--- src/rtl/mvau_weight_stream_ctrl_if.sv ---
// Weight stream from the MVAU weight sequencer to one PE's compute lanes.
// The master drives the word, its valid and its end-of-pass flag; the slave drives ready.
interface mvau_weight_stream_ctrl_if #(
    parameter int unsigned DW = 2
);
    logic [DW-1:0] w_out;
    logic          w_valid;
    logic          w_ready;
    logic          w_last;

    modport master (output w_out, output w_valid, output w_last, input w_ready);
    modport slave  (input w_out, input w_valid, input w_last, output w_ready);
endinterface

--- src/rtl/mvau_weight_stream_ctrl.sv ---
// Weight memory sequencer for one MVAU PE: walks the memory NUM_REPS times per start,
// absorbs the 1-cycle read latency and streams words through a 2-entry skid FIFO.
module mvau_weight_stream_ctrl #(
    parameter int unsigned SIMD         = 2,
    parameter int unsigned TW           = 1,
    parameter int unsigned WMEM_DEPTH   = 4,
    parameter int unsigned WMEM_ADDR_BW = 4,
    parameter int unsigned NUM_REPS     = 2
) (
    input  logic                    aclk,
    input  logic                    aresetn,
    input  logic                    start,
    output logic                    busy,
    output logic                    done,
    output logic [WMEM_ADDR_BW-1:0] wmem_addr,
    input  logic [SIMD*TW-1:0]      wmem_in,
    mvau_weight_stream_ctrl_if.master w_s
);
    localparam int unsigned WW     = SIMD * TW;
    localparam int unsigned REP_BW = (NUM_REPS > 1) ? $clog2(NUM_REPS) : 1;

    typedef enum logic [1:0] {S_IDLE, S_RUN, S_DRAIN} state_t;

    state_t                  state_q, state_d;
    logic [WMEM_ADDR_BW-1:0] addr_q;
    logic [REP_BW-1:0]       rep_q;
    logic                    inflight_q;
    logic                    inflight_last_q;

    logic [WW-1:0]           fifo_data [2];
    logic                    fifo_last [2];
    logic                    wr_ptr, rd_ptr;
    logic [1:0]              fifo_cnt;

    logic                    push, pop, issue, done_c;
    logic                    addr_at_last, rep_at_last;
    logic [2:0]              occ;

    assign push         = inflight_q;
    assign pop          = w_s.w_valid & w_s.w_ready;
    assign addr_at_last = (addr_q == WMEM_ADDR_BW'(WMEM_DEPTH - 1));
    assign rep_at_last  = (rep_q == REP_BW'(NUM_REPS - 1));

    // Words already owned (queued or in flight) must leave room for the one about to be read.
    assign occ   = {1'b0, fifo_cnt} + {2'b00, inflight_q};
    assign issue = (state_q == S_RUN) && (occ < (3'd2 + {2'b00, pop}));

    // The final word is the only one that can sit at the head with nothing in flight in DRAIN.
    assign done_c = (state_q == S_DRAIN) && pop && w_s.w_last && !inflight_q;

    assign wmem_addr   = addr_q;
    assign w_s.w_valid = (fifo_cnt != 2'd0);
    assign w_s.w_out   = fifo_data[rd_ptr];
    assign w_s.w_last  = w_s.w_valid & fifo_last[rd_ptr];

    // NOTE: sequential state uses non-blocking assignments so every register samples pre-edge values.
    always_ff @(posedge aclk or negedge aresetn) begin
        if (!aresetn) state_q <= S_IDLE;
        else          state_q <= state_d;
    end

    // NOTE: a default assignment first keeps this combinational block from inferring latches.
    always_comb begin
        state_d = state_q;
        unique case (state_q)
            S_IDLE:  if (start) state_d = S_RUN;
            S_RUN:   if (issue && addr_at_last && rep_at_last) state_d = S_DRAIN;
            S_DRAIN: if (done_c) state_d = S_IDLE;
            default: state_d = S_IDLE;
        endcase
    end

    always_comb begin
        busy = (state_q != S_IDLE);
        done = done_c;
    end

    always_ff @(posedge aclk or negedge aresetn) begin
        if (!aresetn) begin
            addr_q          <= '0;
            rep_q           <= '0;
            inflight_q      <= 1'b0;
            inflight_last_q <= 1'b0;
        end else begin
            inflight_q      <= issue;
            inflight_last_q <= issue & addr_at_last;
            if (state_q == S_IDLE && start) begin
                addr_q <= '0;
                rep_q  <= '0;
            end else if (issue) begin
                if (addr_at_last) begin
                    addr_q <= '0;
                    rep_q  <= rep_at_last ? '0 : rep_q + 1'b1;
                end else begin
                    addr_q <= addr_q + 1'b1;
                end
            end
        end
    end

    // NOTE: the two FIFO slots are reset because the head drives w_out, which must read 0 out of reset.
    always_ff @(posedge aclk or negedge aresetn) begin
        if (!aresetn) begin
            for (int i = 0; i < 2; i++) begin
                fifo_data[i] <= '0;
                fifo_last[i] <= 1'b0;
            end
            wr_ptr   <= 1'b0;
            rd_ptr   <= 1'b0;
            fifo_cnt <= 2'd0;
        end else begin
            if (push) begin
                fifo_data[wr_ptr] <= wmem_in;
                fifo_last[wr_ptr] <= inflight_last_q;
                wr_ptr            <= ~wr_ptr;
            end
            if (pop) rd_ptr <= ~rd_ptr;
            unique case ({push, pop})
                2'b10:   fifo_cnt <= fifo_cnt + 2'd1;
                2'b01:   fifo_cnt <= fifo_cnt - 2'd1;
                default: fifo_cnt <= fifo_cnt;
            endcase
        end
    end
endmodule

--- src/flat_wrapper.sv ---
// flat-port wrapper written by rule: the top's interface ports become plain ports
module mvau_weight_stream_ctrl_flat 
#(
    parameter int unsigned SIMD         = 2,
    parameter int unsigned TW           = 1,
    parameter int unsigned WMEM_DEPTH   = 4,
    parameter int unsigned WMEM_ADDR_BW = 4,
    parameter int unsigned NUM_REPS     = 2
)
  (aclk, aresetn, start, busy, done, wmem_addr, wmem_in, w_s_w_out, w_s_w_valid, w_s_w_last, w_s_w_ready);
  mvau_weight_stream_ctrl_if #(.DW(2)) w_s_i ();
  input  logic aclk;
  input  logic aresetn;
  input  logic start;
  output logic busy;
  output logic done;
  output logic [WMEM_ADDR_BW-1:0] wmem_addr;
  input  logic [SIMD*TW-1:0] wmem_in;
  output wire logic [$bits(w_s_i.w_out)-1:0] w_s_w_out;
  output wire logic [$bits(w_s_i.w_valid)-1:0] w_s_w_valid;
  output wire logic [$bits(w_s_i.w_last)-1:0] w_s_w_last;
  input wire logic [$bits(w_s_i.w_ready)-1:0] w_s_w_ready;
  assign w_s_w_out = w_s_i.w_out;
  assign w_s_w_valid = w_s_i.w_valid;
  assign w_s_w_last = w_s_i.w_last;
  assign w_s_i.w_ready = w_s_w_ready;
  mvau_weight_stream_ctrl #(.SIMD(SIMD), .TW(TW), .WMEM_DEPTH(WMEM_DEPTH), .WMEM_ADDR_BW(WMEM_ADDR_BW), .NUM_REPS(NUM_REPS)) u_core (.aclk(aclk), .aresetn(aresetn), .start(start), .busy(busy), .done(done), .wmem_addr(wmem_addr), .wmem_in(wmem_in), .w_s(w_s_i));
endmodule
--- config.mk ---
export PLATFORM = sky130hd
export DESIGN_NAME = mvau_weight_stream_ctrl_flat
export DESIGN_NICKNAME = d
export VERILOG_FILES = /design/src/rtl/mvau_weight_stream_ctrl_if.sv /design/src/rtl/mvau_weight_stream_ctrl.sv /design/src/flat_wrapper.sv
export SDC_FILE = /design/constraint.sdc
export NUM_CORES = 1
export LEC_CHECK = 0
export ABC_CLOCK_PERIOD_IN_PS = 3550
export CELL_PAD_IN_SITES_DETAIL_PLACEMENT = 1
export CELL_PAD_IN_SITES_GLOBAL_PLACEMENT = 1
export CORE_MARGIN = 2
export CORE_UTILIZATION = 43
export CTS_CLUSTER_SIZE = 20
export DETAILED_ROUTE_END_ITERATION = 6
export PLACE_DENSITY_LB_ADDON = 0.1
export SYNTH_ARGS = -nofsm -noshare
export SYNTH_HDL_FRONTEND = slang
export SYNTH_SLANG_ARGS = --single-unit
export TNS_END_PERCENT = 20
--- constraint.sdc ---
create_clock -name aclk -period 3.55 [get_ports aclk]
set_input_delay 0.71 -clock aclk [delete_from_list [all_inputs] [get_ports aclk]]
set_output_delay 0.71 -clock aclk [all_outputs]
set_load 0.02 [all_outputs]
Yosys cells after proc, flatten, opt, wreduce, memory -nomap -nowiden
Index checks and enable logic that the tools add are counted.

word-level totals
  bits in latches = 0
  memories = 0
  input port bits = 6
  RAM bits = 0
  bits in read-only memories = 0
  word-level logic and storage cells = 78
  bits in registers = 19

cells by class
  add/sub/neg operators = 6
  divide/modulo/power cells = 0
  equal/unequal tests = 8
  muxes and demuxes = 24
  bitwise gates (word level) = 7
  multiply operators = 0
  magnitude comparators = 4
  reduce and logical (&&, ||, !) cells = 17
  shift-type cells = 0

operators with widths
  operator             count
  $mux 2               7
  $mux 4               3
  $reduce_bool 2->1    5
  $logic_and 1x1->1    8
  $mux 1               8
  $ne 2x2->1 const B   3
  $pmux 2 s3           1
  $add 4x1->4 const B  1
  $bwmux 4             1
  $eq 2x1->1 const B   2
  $eq 2x2->1 const B   2
  $eq 4x2->1 const B   1
  $ge 2x2->1 const B   2
  $not 1->2            2
  $pmux 2 s2           1
  $add 2x1->3          1
  $add 2x1->3 const A  1
  $and 1x1->1          3
  $lt 3x3->1           1
  $reduce_and 3->1     1
  $add 2x1->2 const B  1
  $bwmux 2             1
  $demux 2 s1          1
  $logic_not 2->1      1
  other kinds (7)      8

Depth between registers and ports, before layout
Gate-level depths: netlist (run 1).

  depth after elaboration = 9
  gate-level depth with buffers = 6

Least setup slack after synthesis (run 1)
Ideal clock, no wire load.

  path type = register -> output
  start point = reg u_core.rd_ptr
  end point = out done
  buffers on the path = 0
  slack = 1646 ps
  required time = 2840 ps
  stages on the path, launching flop included = 4
  arrival = 1194 ps
  cells stage by stage = dfrtp_1 > mux2i_1 > nor2_1 > and3_1

between the ends
  longest elaborated chain between the ends = 7

RTL lines
  element                                     RTL line                        RTL
  start, declared                             mvau_weight_stream_ctrl.sv:32   logic wr_ptr, rd_ptr;
  start signal, assigned                      mvau_weight_stream_ctrl.sv:117  if (pop) rd_ptr <= ~rd_ptr;
  $not 1->2 (implied by the code)             mvau_weight_stream_ctrl.sv:54   assign w_s.w_last = w_s.w_valid & fifo_last[rd_ptr];
  $mux 1 (implied by the code) (3 in series)  mvau_weight_stream_ctrl.sv:54
  $and 1x1->1                                 mvau_weight_stream_ctrl.sv:54
  named net w_s_w_last                        flat_wrapper.sv:21              output wire logic [$bits(w_s_i.w_last)-1:0] w_s_w_last;
  $logic_and 1x1->1 (2 in series)             mvau_weight_stream_ctrl.sv:49   assign done_c = (state_q == S_DRAIN) && pop && w_s.w_last && !inflight_q;
  end, declared                               flat_wrapper.sv:16              output logic done;

The timed path passes the listed nets, and every way through them passes these cells. The select of a mux whose other input is x is not followed.

Final worst setup path (run 1)
  start point = in w_s_w_ready
  end point = out done

between the ends
  longest elaborated chain between the ends = 4

RTL lines
  element                          RTL line                       RTL
  start, declared                  flat_wrapper.sv:22             input wire logic [$bits(w_s_i.w_ready)-1:0] w_s_w_ready;
  $and 1x1->1                      mvau_weight_stream_ctrl.sv:40  assign pop = w_s.w_valid & w_s.w_ready;
  named net u_core.pop             mvau_weight_stream_ctrl.sv:35  logic push, pop, issue, done_c;
  $logic_and 1x1->1 (3 in series)  mvau_weight_stream_ctrl.sv:49

The timed path passes the listed nets, and every way through them passes these cells.

==> impl_summary.txt, run 1 <==
----------------------------------------------------
[Power]
  Max rail drop VDD ... 0.427 mV
  Pwr per Cell Area ... 980 mW/mm²
  Total power consumption of the routed design ... 1.12 mW
  Int Power ... 0.658 mW
  Net switching share of the total power ... 41.3%
  Sequential cell fraction of total power ... 36.9%
  Clock share of power ... 9.9%
  Cell leakage power ... 0.501 nW
  Gate power share ... 53.2%
  Net switching power ... 0.464 mW

[Detailed routing]
  Routed wire length per instance ... 15.5 µm
  DR pass1 iterations ... 2
  Routed Antenna Nets ... 0
  Routed via count divided by cell count ... 5.19
  DR vias ... 643
  DRC marker count from the first detailed-route iteration ... 4
  Drt drc ... 0
  Total routed wirelength ... 1.93 mm

[Place]
  Final HPWL DP ... 1.51 mm
  Count of input and output buffers ... 15
  Routability cong. ... 0.706

[Floorplan]
  Die Width ... 50.6 µm
  Die Height ... 50.6 µm
  Number of ports placed on the die boundary ... 16
  Starting density of the core ... 46.6%
  Area of the core ... 0.00200 mm²
  Die footprint ... 0.00256 mm²
  Core Rows ... 16

[STA]
  Worst-margin pin slew ... 0.858 ns
  Number of hold violations in the final report ... 0
  Slew Viols, Final ... 0
  Endpoints failing setup ... 0
  Fraction of the cycle the final worst path needs ... 79.9%
  Final setup TNS ... 0 ns
  Relative slew margins ... 42.7%
  Final worst path period need ... 2.84 ns
  Setup repair after global routing missed its margin ... false
  Highest Clock Rate ... 352 MHz
  Hold slack final ... 0.509 ns
  Layout Skew ... 0.00889 ns

[Final layout]
  Final layout net count ... 108
  Layout-stage area growth over the synthesis result ... 22.7%
  Number of filler instances in the final layout ... 224
  Share of final-layout standard cells stronger than drive strength 1 ... 17.5%
  ANT cells ... 0

[Clock tree]
  Number of H-tree branching levels ... 1
  Post-cts repair resize count ... 0
  Total CTS buffers ... 3
  CTS tree ... built
  CTS hold repair buffers ... 0
  Post-CTS setup buffer count ... 0
  Reg clk slew, reported paths ... 0.12 ns
  Clock latency on the worst-skew pair ... 0.30 ns
  Total number of clock tree sinks ... 19
  Buffer depth of the longest clock path ... 2
  Clk root buf ... sky130_fd_sc_hd__clkbuf_4

[Global route]
  GR Util met3 ... 2.98%
  Total Routing Usage GR ... 17.7%
  First-pass GRT wire length ... 3.33 mm
  Number of global-route vias before repair ... 699
  Most utilized layer in the global route result ... met2
  Largest net degree at the start of global routing ... 20
  Met2 track demand over resource ... 31.1%
  Met1 usage in global routing ... 22.0%
  Antenna violations before repair ... 0
  Congestion Overflow GR ... 0

[Setup path]
  Type of the setup path with the least slack ... in2out
  Arrival @ worst endpoint ... 2.13 ns
  Worst setup EP type ... primary output
  Data required time of the worst path ... 2.84 ns
  Type of origin of the critical path ... input port
  Critical path peak fanout ... 3

[Synthesis]
  Synthesized area divided by synthesized cell count ... 12.0 µm²
  Yosys top cell area share ... 50.9%
  Sequential area share after synthesis ... 50.9%
  Netlist Area Pre-Place ... 933 µm²
  Synth unique cells ... 26
  Top post-synthesis cells by area ... sky130_fd_sc_hd__dfrtp_1, sky130_fd_sc_hd__mux2_2, sky130_fd_sc_hd__ha_1, sky130_fd_sc_hd__mux2i_1, sky130_fd_sc_hd__nor2_1
  Seq cells post-synth ... 19
  Gate count of the mapped netlist ... 78
  Post-synth top area cell ... sky130_fd_sc_hd__dfrtp_1
  Synth Warn # ... 0
  Post-synthesis net count ... 88

[Job]
  Count of maximum capacitance violations ... 0

[Outcome]
  Outcome ... finished clean

[Hold path]
  Type of the tightest min-delay check ... reg2reg

----------------------------------------------------
-- routing by layer --
metal | up-vias | wire [µm]
li1 | 310 | -
met5 | - | 0
met1 | 324 | 883
met4 | 0 | 0
met2 | 9 | 1000
met3 | 0 | 44
-- metrics by stage --
stage	utilization (%)	instances	instance area, µm²	setup slack [ns]
2_1_floorplan	-	78	933	1.65
3_3_place_gp	55.8	120	1120	0.725
3_5_place_dp	55.8	120	1120	0.717
4_1_cts	57.2	124	1140	0.704
5_1_grt	57.2	124	1140	0.653
6_report	57.2	124	1140	0.713
-- flip-flops by register name (all words and copies together), names as in the netlist --
register                flops
u_core.rd_ptr               1
u_core.rep_at_last          1
u_core.inflight_last_q      1
u_core.wmem_addr            4
u_core.inflight_q           1
u_core.wr_ptr               1
u_core.state_q              2
u_core.fifo_last            2
u_core.fifo_cnt             2
u_core.fifo_data            4
-- worst paths after layout --
path                                                  start                         endpoint  slack [ns]  cells after the start
setup / recovery                                w_s_w_ready                             done        0.71                      5
hold / removal             u_core.inflight_last_q$_DFF_PN0_  u_core.fifo_last[0]$_DFFE_PN0P_        0.51                      1
setup reg to reg             u_core.fifo_cnt[0]$_DFFE_PN0P_   u_core.rep_at_last$_DFFE_PN0P_        1.52                      5
hold reg to reg            u_core.inflight_last_q$_DFF_PN0_  u_core.fifo_last[0]$_DFFE_PN0P_        0.51                      1
max in group asynchronous                           aresetn  u_core.fifo_data[1]$_DFFE_PN0P_        2.13                      1
min in group asynchronous                           aresetn   u_core.fifo_cnt[1]$_DFFE_PN0P_        0.89                      1
-- placed cells by master (no fill, tap or decap) --
master / netlist / routed
sky130_fd_sc_hd__or3b_4: 1 / 1
sky130_fd_sc_hd__a211oi_1: 1 / 1
sky130_fd_sc_hd__mux2i_1: 3 / 3
sky130_fd_sc_hd__nand2b_1: 3 / 3
sky130_fd_sc_hd__dfrtp_1: 19 / 19
sky130_fd_sc_hd__nand4_1: 1 / 1
sky130_fd_sc_hd__o21ai_2: 1 / 1
sky130_fd_sc_hd__o31ai_1: 1 / 1
sky130_fd_sc_hd__xnor2_1: 3 / 3
sky130_fd_sc_hd__nor4_4: 1 / 1
sky130_fd_sc_hd__nor2_1: 8 / 8
sky130_fd_sc_hd__clkbuf_4: 0 / 3
sky130_fd_sc_hd__ha_1: 4 / 4
sky130_fd_sc_hd__and3_1: 1 / 1
sky130_fd_sc_hd__a211oi_2: 1 / 1
sky130_fd_sc_hd__o211ai_1: 2 / 2
sky130_fd_sc_hd__mux2_2: 8 / 8
sky130_fd_sc_hd__or3_1: 1 / 1
sky130_fd_sc_hd__clkinv_2: 0 / 1
sky130_fd_sc_hd__nor3b_1: 1 / 1
sky130_fd_sc_hd__clkdlybuf4s50_1: 0 / 15
sky130_fd_sc_hd__o21ai_0: 1 / 1
sky130_fd_sc_hd__o21a_4: 1 / 1
sky130_fd_sc_hd__and2_1: 1 / 1
sky130_fd_sc_hd__o41ai_1: 1 / 1
sky130_fd_sc_hd__nand2_1: 5 / 5
sky130_fd_sc_hd__inv_1: 6 / 6
sky130_fd_sc_hd__o2bb2ai_1: 1 / 1
sky130_fd_sc_hd__xor2_1: 2 / 2
-- cell usage after synthesis (all sizes together) --
master,number
and2,1
and3,1
ha,4
or3,1
nor4,1
a211oi,2
mux2i,3
xor2,2
dfrtp,19
nor2,8
inv,6
or3b,1
o211ai,2
nand4,1
o41ai,1
nand2b,3
o21ai,2
nand2,5
o21a,1
mux2,8
o31ai,1
nor3b,1
o2bb2ai,1
xnor2,3
-- final cells by class --
class,count,area (µm²),share of cell area [%]
clock inverters,1,5.00,0.437
flip-flops and latches,19,475,41.5
multi-input cells,53,435,38.0
clock buffers,3,22.5,1.97
well taps,27,33.8,2.95
inverters,6,22.5,1.97
repair buffers,15,150,13.1
-- worst max-delay path, cell delays in order --
cell,delay [ns]
sky130_fd_sc_hd__clkdlybuf4s50_1,0.47
sky130_fd_sc_hd__o21ai_2,0.08
sky130_fd_sc_hd__inv_1,0.09
sky130_fd_sc_hd__and3_1,0.17
sky130_fd_sc_hd__clkdlybuf4s50_1,0.60
-- power groups by stage --
stage               Combinational [mW]  Sequential (mW)  Clock [mW]
detailed placement               0.601            0.419           0
global placement                 0.572            0.410           0
global route                     0.659            0.430       0.125
CTS                              0.607            0.414       0.114
finish                           0.597            0.413       0.111
floorplan                        0.405            0.413           0
-- kinds of logic (layout without fill, tap and decap cells) --
kind of cell	count (synthesis)	in the layout	synth area share, %
AOI/OAI and AO/OA	10	10	9.52
buffers and inverters	6	25	2.41
and+or+nand+nor	23	23	14.2
xor gates and xnor gates	5	5	4.69
muxes	11	11	12.9
DFF	19	19	50.9
adders and majority gates	4	4	5.36
Power figures use the tool's default switching activity.
==> inputs of run 2 (changes only) <==
- ABC_CLOCK_PERIOD_IN_PS: 3550 -> 2740
- CORE_UTILIZATION: 43 -> 40
- clock period: 3.55 -> 2.74 ns (I/O delays scaled with it)
==> run 2 against run 1 <==
  * Non-clock buffer count increased by 1
  * Clock-buffer cell count is 1 higher
  * Sequential power rose by 28%
  * Combinational power rose by 26%
  * Sequential cell count is the same
  * First-iteration DRC count fell by 50%
==> impl_summary.txt, run 2 (synthesized netlist as in run 1, its figures left out) <==
----------------------------------------------------
[Clock tree]
  Reg clk slew, reported paths ... 0.10 ns
  Buffer depth of the longest clock path ... 2
  Clock latency on the worst-skew pair ... 0.29 ns
  Total CTS buffers ... 3
  Total number of clock tree sinks ... 19
  CTS tree ... built
  CTS hold repair buffers ... 0
  Post-CTS setup buffer count ... 0
  Clk root buf ... sky130_fd_sc_hd__clkbuf_4
  Number of H-tree branching levels ... 1
  Post-cts repair resize count ... 0

[Final layout]
  Area of the multi-input gates ... 435 µm²
  Share of final-layout standard cells stronger than drive strength 1 ... 17.3%
  Commonest non-fill, non-tap cells in the layout ... sky130_fd_sc_hd__dfrtp_1, sky130_fd_sc_hd__clkdlybuf4s50_1, sky130_fd_sc_hd__nor2_1, sky130_fd_sc_hd__mux2_2, sky130_fd_sc_hd__inv_1
  Layout-stage area growth over the synthesis result ... 23.5%
  Area of all sequential standard cells ... 475 µm²
  Final layout net count ... 109
  ANT cells ... 0
  Leading cell type in the layout, fill and taps excluded ... sky130_fd_sc_hd__dfrtp_1
  Number of filler instances in the final layout ... 243
  Utilization after layout ... 52.1%

[Floorplan]
  Area of the core ... 0.00221 mm²
  Core Rows ... 17
  Die footprint ... 0.00274 mm²
  Die Height ... 52.3 µm
  Starting density of the core ... 42.2%
  Number of ports placed on the die boundary ... 16
  Die Width ... 52.3 µm

[STA]
  Hold slack final ... 0.508 ns
  Number of hold violations in the final report ... 0
  Highest Clock Rate ... 395 MHz
  Worst-margin pin slew ... 0.405 ns
  Slew Viols, Final ... 0
  Layout Skew ... 0.00266 ns
  Relative slew margins ... 72.8%
  Final setup TNS ... 0 ns
  Slack of the critical path ... 0.209 ns
  Endpoints failing setup ... 0
  Final worst path period need ... 2.53 ns
  Fraction of the cycle the final worst path needs ... 92.4%
  Setup repair after global routing missed its margin ... false

[Detailed routing]
  DR vias ... 633
  Routed via count divided by cell count ... 5.02
  Routed Antenna Nets ... 0
  DRC marker count from the first detailed-route iteration ... 2
  Routed wire length per instance ... 14.0 µm
  DR pass1 iterations ... 4
  Drt drc ... 0
  Total routed wirelength ... 1.77 mm

[Global route]
  Congestion Overflow GR ... 0
  Largest net degree at the start of global routing ... 20
  Number of global-route vias before repair ... 678
  Total Routing Usage GR ... 15.7%
  First-pass GRT wire length ... 3.08 mm
  Antenna violations before repair ... 0

[Job]
  Count of maximum capacitance violations ... 0

[Place]
  Count of input and output buffers ... 15
  Routability cong. ... 0.740
  Final HPWL DP ... 1.38 mm
  Worst setup slack after placement ... 0.194 ns

[Power]
  Cell leakage power ... 0.503 nW
  Pwr per Cell Area ... 1240 mW/mm²
  Max rail drop VDD ... 0.600 mV

[Setup path]
  Arrival @ worst endpoint ... 1.98 ns
  Reg2Reg Setup Slack ... 0.73 ns
  Type of the setup path with the least slack ... in2out
  Worst setup EP type ... primary output
  Critical path peak fanout ... 3
  Data required time of the worst path ... 2.19 ns
  Type of origin of the critical path ... input port

[Outcome]
  Outcome ... finished clean

[Hold path]
  Type of the tightest min-delay check ... reg2reg

----------------------------------------------------
-- run 2: cell count changes in the layout (fill, tap and decap cells not counted) --
cell / before / now
sky130_fd_sc_hd__clkbuf_1: 0 / 1
sky130_fd_sc_hd__clkinv_2: 1 / 0
sky130_fd_sc_hd__buf_4: 0 / 1
-- run 2: per-stage QoR --
| stage | power, mW | instance area, µm² | instances |
|---|---|---|---|
| 2_1_floorplan | 1.06 | 933 | 78 |
| 6_report | 1.42 | 1150 | 126 |
| 3_5_place_dp | 1.31 | 1130 | 122 |
| 5_1_grt | 1.55 | 1150 | 126 |
| 4_1_cts | 1.45 | 1150 | 126 |
| 3_3_place_gp | 1.28 | 1130 | 122 |
-- run 2: critical path, cell delays in order --
cell                              delay, ns
sky130_fd_sc_hd__clkdlybuf4s50_1       0.47
sky130_fd_sc_hd__o21ai_2               0.08
sky130_fd_sc_hd__inv_1                 0.09
sky130_fd_sc_hd__and3_1                0.18
sky130_fd_sc_hd__clkdlybuf4s50_1       0.61
-- run 2: final timing paths --
path / start / depth (start not counted) / end
hold / removal: u_core.wr_ptr$_DFFE_PN0P_ / 1 / u_core.wr_ptr$_DFFE_PN0P_
min in group asynchronous: aresetn / 2 / u_core.fifo_cnt[1]$_DFFE_PN0P_
max in group asynchronous: aresetn / 2 / u_core.fifo_data[2]$_DFFE_PN0P_
setup reg to reg: u_core.fifo_cnt[0]$_DFFE_PN0P_ / 5 / u_core.rep_at_last$_DFFE_PN0P_
setup / recovery: w_s_w_ready / 5 / done
hold reg to reg: u_core.wr_ptr$_DFFE_PN0P_ / 1 / u_core.wr_ptr$_DFFE_PN0P_
-- run 2: report_power, final --
group | leakage [nW] | switching, mW | internal (mW)
sequential | 0.233 | 0.123 | 0.407
clock | 0.0150 | 0.0822 | 0.0565
combinational | 0.255 | 0.363 | 0.392
total | 0.503 | 0.569 | 0.856
-- run 2: layout make-up --
cell class | instances | area share (%)
flip-flops and latches | 19 | 41.3
multi-input cells | 53 | 37.8
repair buffers | 16 | 13.7
well taps | 28 | 3.04
clock buffers | 4 | 2.28
inverters | 6 | 1.95
-- run 2: routing by layer --
metal | GRT usage [%] | routed length (µm) | vias to the layer above
met5 | 0 | 0 | -
met4 | 7.69 | 17 | 0
met3 | 2.57 | 38 | 2
met2 | 23.5 | 831 | 9
met1 | 22.0 | 882 | 308
li1 | - | - | 314
==> inputs of run 3 (changes only) <==
- ABC_AREA: unset -> 1
- CORE_UTILIZATION: 40 -> 39
==> run 3 against run 2 <==
  * Clock power increased by 4%
  * Combinational power is 15% higher
  * Cell count up 28%
  * Setup slack got worse by 0.13 ns
  * Synthesized area grew 8.3%
  * Global-route usage rose by 1.6 points
  * Sequential cell count is the same
  * Wire length increased by 20%
  * Power increased by 8.1%
  * Critical path depth unchanged
  * Maximum frequency down 4.7%
  * Synthesized cell count rose by 44%
  * Critical path type unchanged
  * Largest cell class unchanged
  * Highest routed layer unchanged
==> impl_summary.txt, run 3 <==
----------------------------------------------------
[Detailed routing]
  DR pass1 iterations ... 4
  DRC marker count from the first detailed-route iteration ... 4
  Routed wire length per instance ... 13.2 µm
  DR vias ... 792
  Drt drc ... 0
  Routed Antenna Nets ... 0
  Total routed wirelength ... 2.12 mm
  Routed via count divided by cell count ... 4.92

[Clock tree]
  Post-CTS setup buffer count ... 0
  Number of H-tree branching levels ... 1
  Total number of clock tree sinks ... 19
  Post-cts repair resize count ... 0
  Total CTS buffers ... 3
  Clk root buf ... sky130_fd_sc_hd__clkbuf_4
  Clock latency on the worst-skew pair ... 0.30 ns
  CTS hold repair buffers ... 0
  Buffer depth of the longest clock path ... 2
  Reg clk slew, reported paths ... 0.10 ns
  CTS tree ... built

[Hold path]
  Worst-case hold path end point ... u_core.fifo_data[0]$_DFFE_PN0P_
  Cell depth of the worst min-delay path ... 2
  Worst Hold Launch ... u_core.fifo_data[0]$_DFFE_PN0P_
  Type of the tightest min-delay check ... reg2reg

[Synthesis]
  Post-synth top area cell ... sky130_fd_sc_hd__dfrtp_1
  Post-synthesis net count ... 122
  Synth unique cells ... 25
  Top_reg_cell synth ... sky130_fd_sc_hd__dfrtp_1
  Seq cells post-synth ... 19
  Cell with the most instances after synthesis ... sky130_fd_sc_hd__nand2_1
  Sequential area share after synthesis ... 47.0%
  Most frequent cells after synthesis ... sky130_fd_sc_hd__nand2_1, sky130_fd_sc_hd__dfrtp_1, sky130_fd_sc_hd__inv_1
  Synthesized area divided by synthesized cell count ... 9.03 µm²
  Post-synth EDFFs ... 0
  Netlist Area Pre-Place ... 0.00101 mm²
  Top post-synthesis cells by area ... sky130_fd_sc_hd__dfrtp_1, sky130_fd_sc_hd__nand2_1, sky130_fd_sc_hd__ha_1, sky130_fd_sc_hd__inv_1, sky130_fd_sc_hd__nand2_4
  Synth Warn # ... 0
  Share of synthesized registers carrying an async set or reset ... 100%
  Yosys top cell area share ... 47.0%
  Gate count of the mapped netlist ... 112

[Floorplan]
  Die footprint ... 0.00302 mm²
  Die Height ... 54.9 µm
  Area of the core ... 0.00248 mm²
  Core Rows ... 18
  Starting density of the core ... 40.8%
  Number of ports placed on the die boundary ... 16
  Die Width ... 54.9 µm

[Place]
  Count of input and output buffers ... 15
  Final HPWL DP ... 1.69 mm
  Routability cong. ... 0.696
  Post-detailed-placement cell area ... 0.00120 mm²
  Worst setup slack after placement ... 0.0819 ns
  Instance count after placement with tap cells included ... 157

[Final layout]
  Non-Filler Instances ... 161
  ANT cells ... 0
  Share of final-layout standard cells stronger than drive strength 1 ... 14.5%
  Area of the multi-input gates ... 473 µm²
  Number of filler instances in the final layout ... 304
  Commonest non-fill, non-tap cells in the layout ... sky130_fd_sc_hd__nand2_1, sky130_fd_sc_hd__dfrtp_1, sky130_fd_sc_hd__clkdlybuf4s50_1, sky130_fd_sc_hd__inv_1
  Final layout net count ... 142
  Final Instance Area ... 0.00123 mm²
  Area of all sequential standard cells ... 475 µm²
  Utilization after layout ... 49.5%
  Layout-stage area growth over the synthesis result ... 21.4%
  Leading cell type in the layout, fill and taps excluded ... sky130_fd_sc_hd__nand2_1

[Setup path]
  Cell with the most instances on the worst path ... sky130_fd_sc_hd__clkdlybuf4s50_1
  Worst setup EP type ... primary output
  Type of origin of the critical path ... input port
  Type of the setup path with the least slack ... in2out
  Gate family responsible for the most delay along the worst path ... buffers and inverters
  R2r startpoint ... u_core.fifo_cnt[0]$_DFFE_PN0P_
  Arrival @ worst endpoint ... 2.11 ns
  Critical path peak fanout ... 3
  Slowest CP cell ... sky130_fd_sc_hd__clkdlybuf4s50_1
  Length in cells of the worst reg-to-reg path ... 5
  Reg2Reg Setup Slack ... 1.17 ns
  Highest cell delay on the worst timing path ... 0.62 ns
  Capture point of the worst reg-to-reg path ... u_core.fifo_cnt[1]$_DFFE_PN0P_
  Ordered cell list for the critical path ... clkdlybuf4s50_1 -> o21a_2 -> nand2_1 -> nor2_2 -> clkdlybuf4s50_1
  Data required time of the worst path ... 2.19 ns
  Buffering stage count on the worst path with inverters included ... 2

[STA]
  Number of hold violations in the final report ... 0
  Highest Clock Rate ... 376 MHz
  Final worst path period need ... 2.66 ns
  Hold slack final ... 0.502 ns
  Setup repair after global routing missed its margin ... false
  Final setup TNS ... 0 ns
  Fraction of the cycle the final worst path needs ... 97.0%
  Relative slew margins ... 76.0%
  Slack of the critical path ... 0.0834 ns
  Endpoints failing setup ... 0
  Layout Skew ... 0.00511 ns
  Worst-margin pin slew ... 0.361 ns
  Slew Viols, Final ... 0

[Power]
  Cell leakage power ... 0.625 nW
  Max rail drop VDD ... 0.654 mV
  Total power consumption of the routed design ... 1.54 mW
  Pwr per Cell Area ... 1250 mW/mm²

[Global route]
  Largest net degree at the start of global routing ... 20
  Congestion Overflow GR ... 0
  Antenna violations before repair ... 0
  Total Routing Usage GR ... 17.4%
  First-pass GRT wire length ... 3.71 mm
  Number of global-route vias before repair ... 835

[Outcome]
  Outcome ... finished clean

[Job]
  Count of maximum capacitance violations ... 0

----------------------------------------------------
## run 3: cell count changes after synthesis, moves of 2 or more
| cell | before | now |
|---|---|---|
| sky130_fd_sc_hd__mux2_2 | 8 | 0 |
| sky130_fd_sc_hd__o211ai_1 | 2 | 0 |
| sky130_fd_sc_hd__nor3_1 | 0 | 2 |
| sky130_fd_sc_hd__nand2_4 | 0 | 4 |
| sky130_fd_sc_hd__nor2_1 | 8 | 3 |
| sky130_fd_sc_hd__nand3_4 | 0 | 2 |
| sky130_fd_sc_hd__nand2b_1 | 3 | 0 |
| sky130_fd_sc_hd__nand3_1 | 0 | 7 |
| sky130_fd_sc_hd__or2_0 | 0 | 2 |
| sky130_fd_sc_hd__nand2_1 | 5 | 32 |
| sky130_fd_sc_hd__mux2i_1 | 3 | 0 |
| sky130_fd_sc_hd__o21ai_0 | 1 | 7 |
| sky130_fd_sc_hd__inv_1 | 6 | 13 |
## run 3: area by class of cell
type / count / area share [%]
Clock buffer: 4 / 2.14
Multi-Input combinational cell: 77 / 38.5
Timing Repair Buffer: 16 / 12.8
Inverter: 15 / 4.69
Tap cell: 30 / 3.06
Sequential cell: 19 / 38.7
## run 3: worst max-delay path by stage
stage	slack [ns]	startpoint	cells past startpoint	to
after floorplan	1.20	w_s_w_ready	3	done
after global placement	0.13	w_s_w_ready	5	done
after detailed placement	0.08	w_s_w_ready	5	done
after CTS	0.08	w_s_w_ready	5	done
after global routing	0.02	w_s_w_ready	5	done
final	0.08	w_s_w_ready	5	done
## run 3: worst register-to-register path, cell delays in order (launching register included)
cell                      delay (ns)
sky130_fd_sc_hd__dfrtp_1        0.47
sky130_fd_sc_hd__o21a_2         0.27
sky130_fd_sc_hd__ha_1           0.32
sky130_fd_sc_hd__a21oi_1        0.13
sky130_fd_sc_hd__o21ai_0        0.11
sky130_fd_sc_hd__xor2_1         0.15
## run 3: routing by layer
metal | vias to the layer above | track usage [%] | part of all wire, %
li1 | 390 | - | -
met1 | 384 | 21.6 | 47
met2 | 16 | 29.8 | 48
met3 | 2 | 2.69 | 3.9
met4 | 0 | 7.32 | 1.2
met5 | - | 0 | 0
## run 3: kinds of logic (layout without fill, tap and decap cells)
kind of cell / Yosys count / count (layout) / synth area share [%]
xor+xnor: 5 / 5 / 4.33
compound gates: 10 / 10 / 5.69
buf+inv: 16 / 35 / 6.19
fa+ha+maj: 4 / 4 / 4.95
flops: 19 / 19 / 47.0
simple gates: 58 / 58 / 31.8
## run 3: where the power goes
| group | leakage (nW) | total, mW | internal, mW | switching [mW] |
|---|---|---|---|---|
| clock network | 0.0150 | 0.145 | 0.0568 | 0.0884 |
| logic | 0.372 | 0.872 | 0.366 | 0.506 |
| registers | 0.238 | 0.522 | 0.407 | 0.115 |
| total | 0.625 | 1.54 | 0.830 | 0.709 |
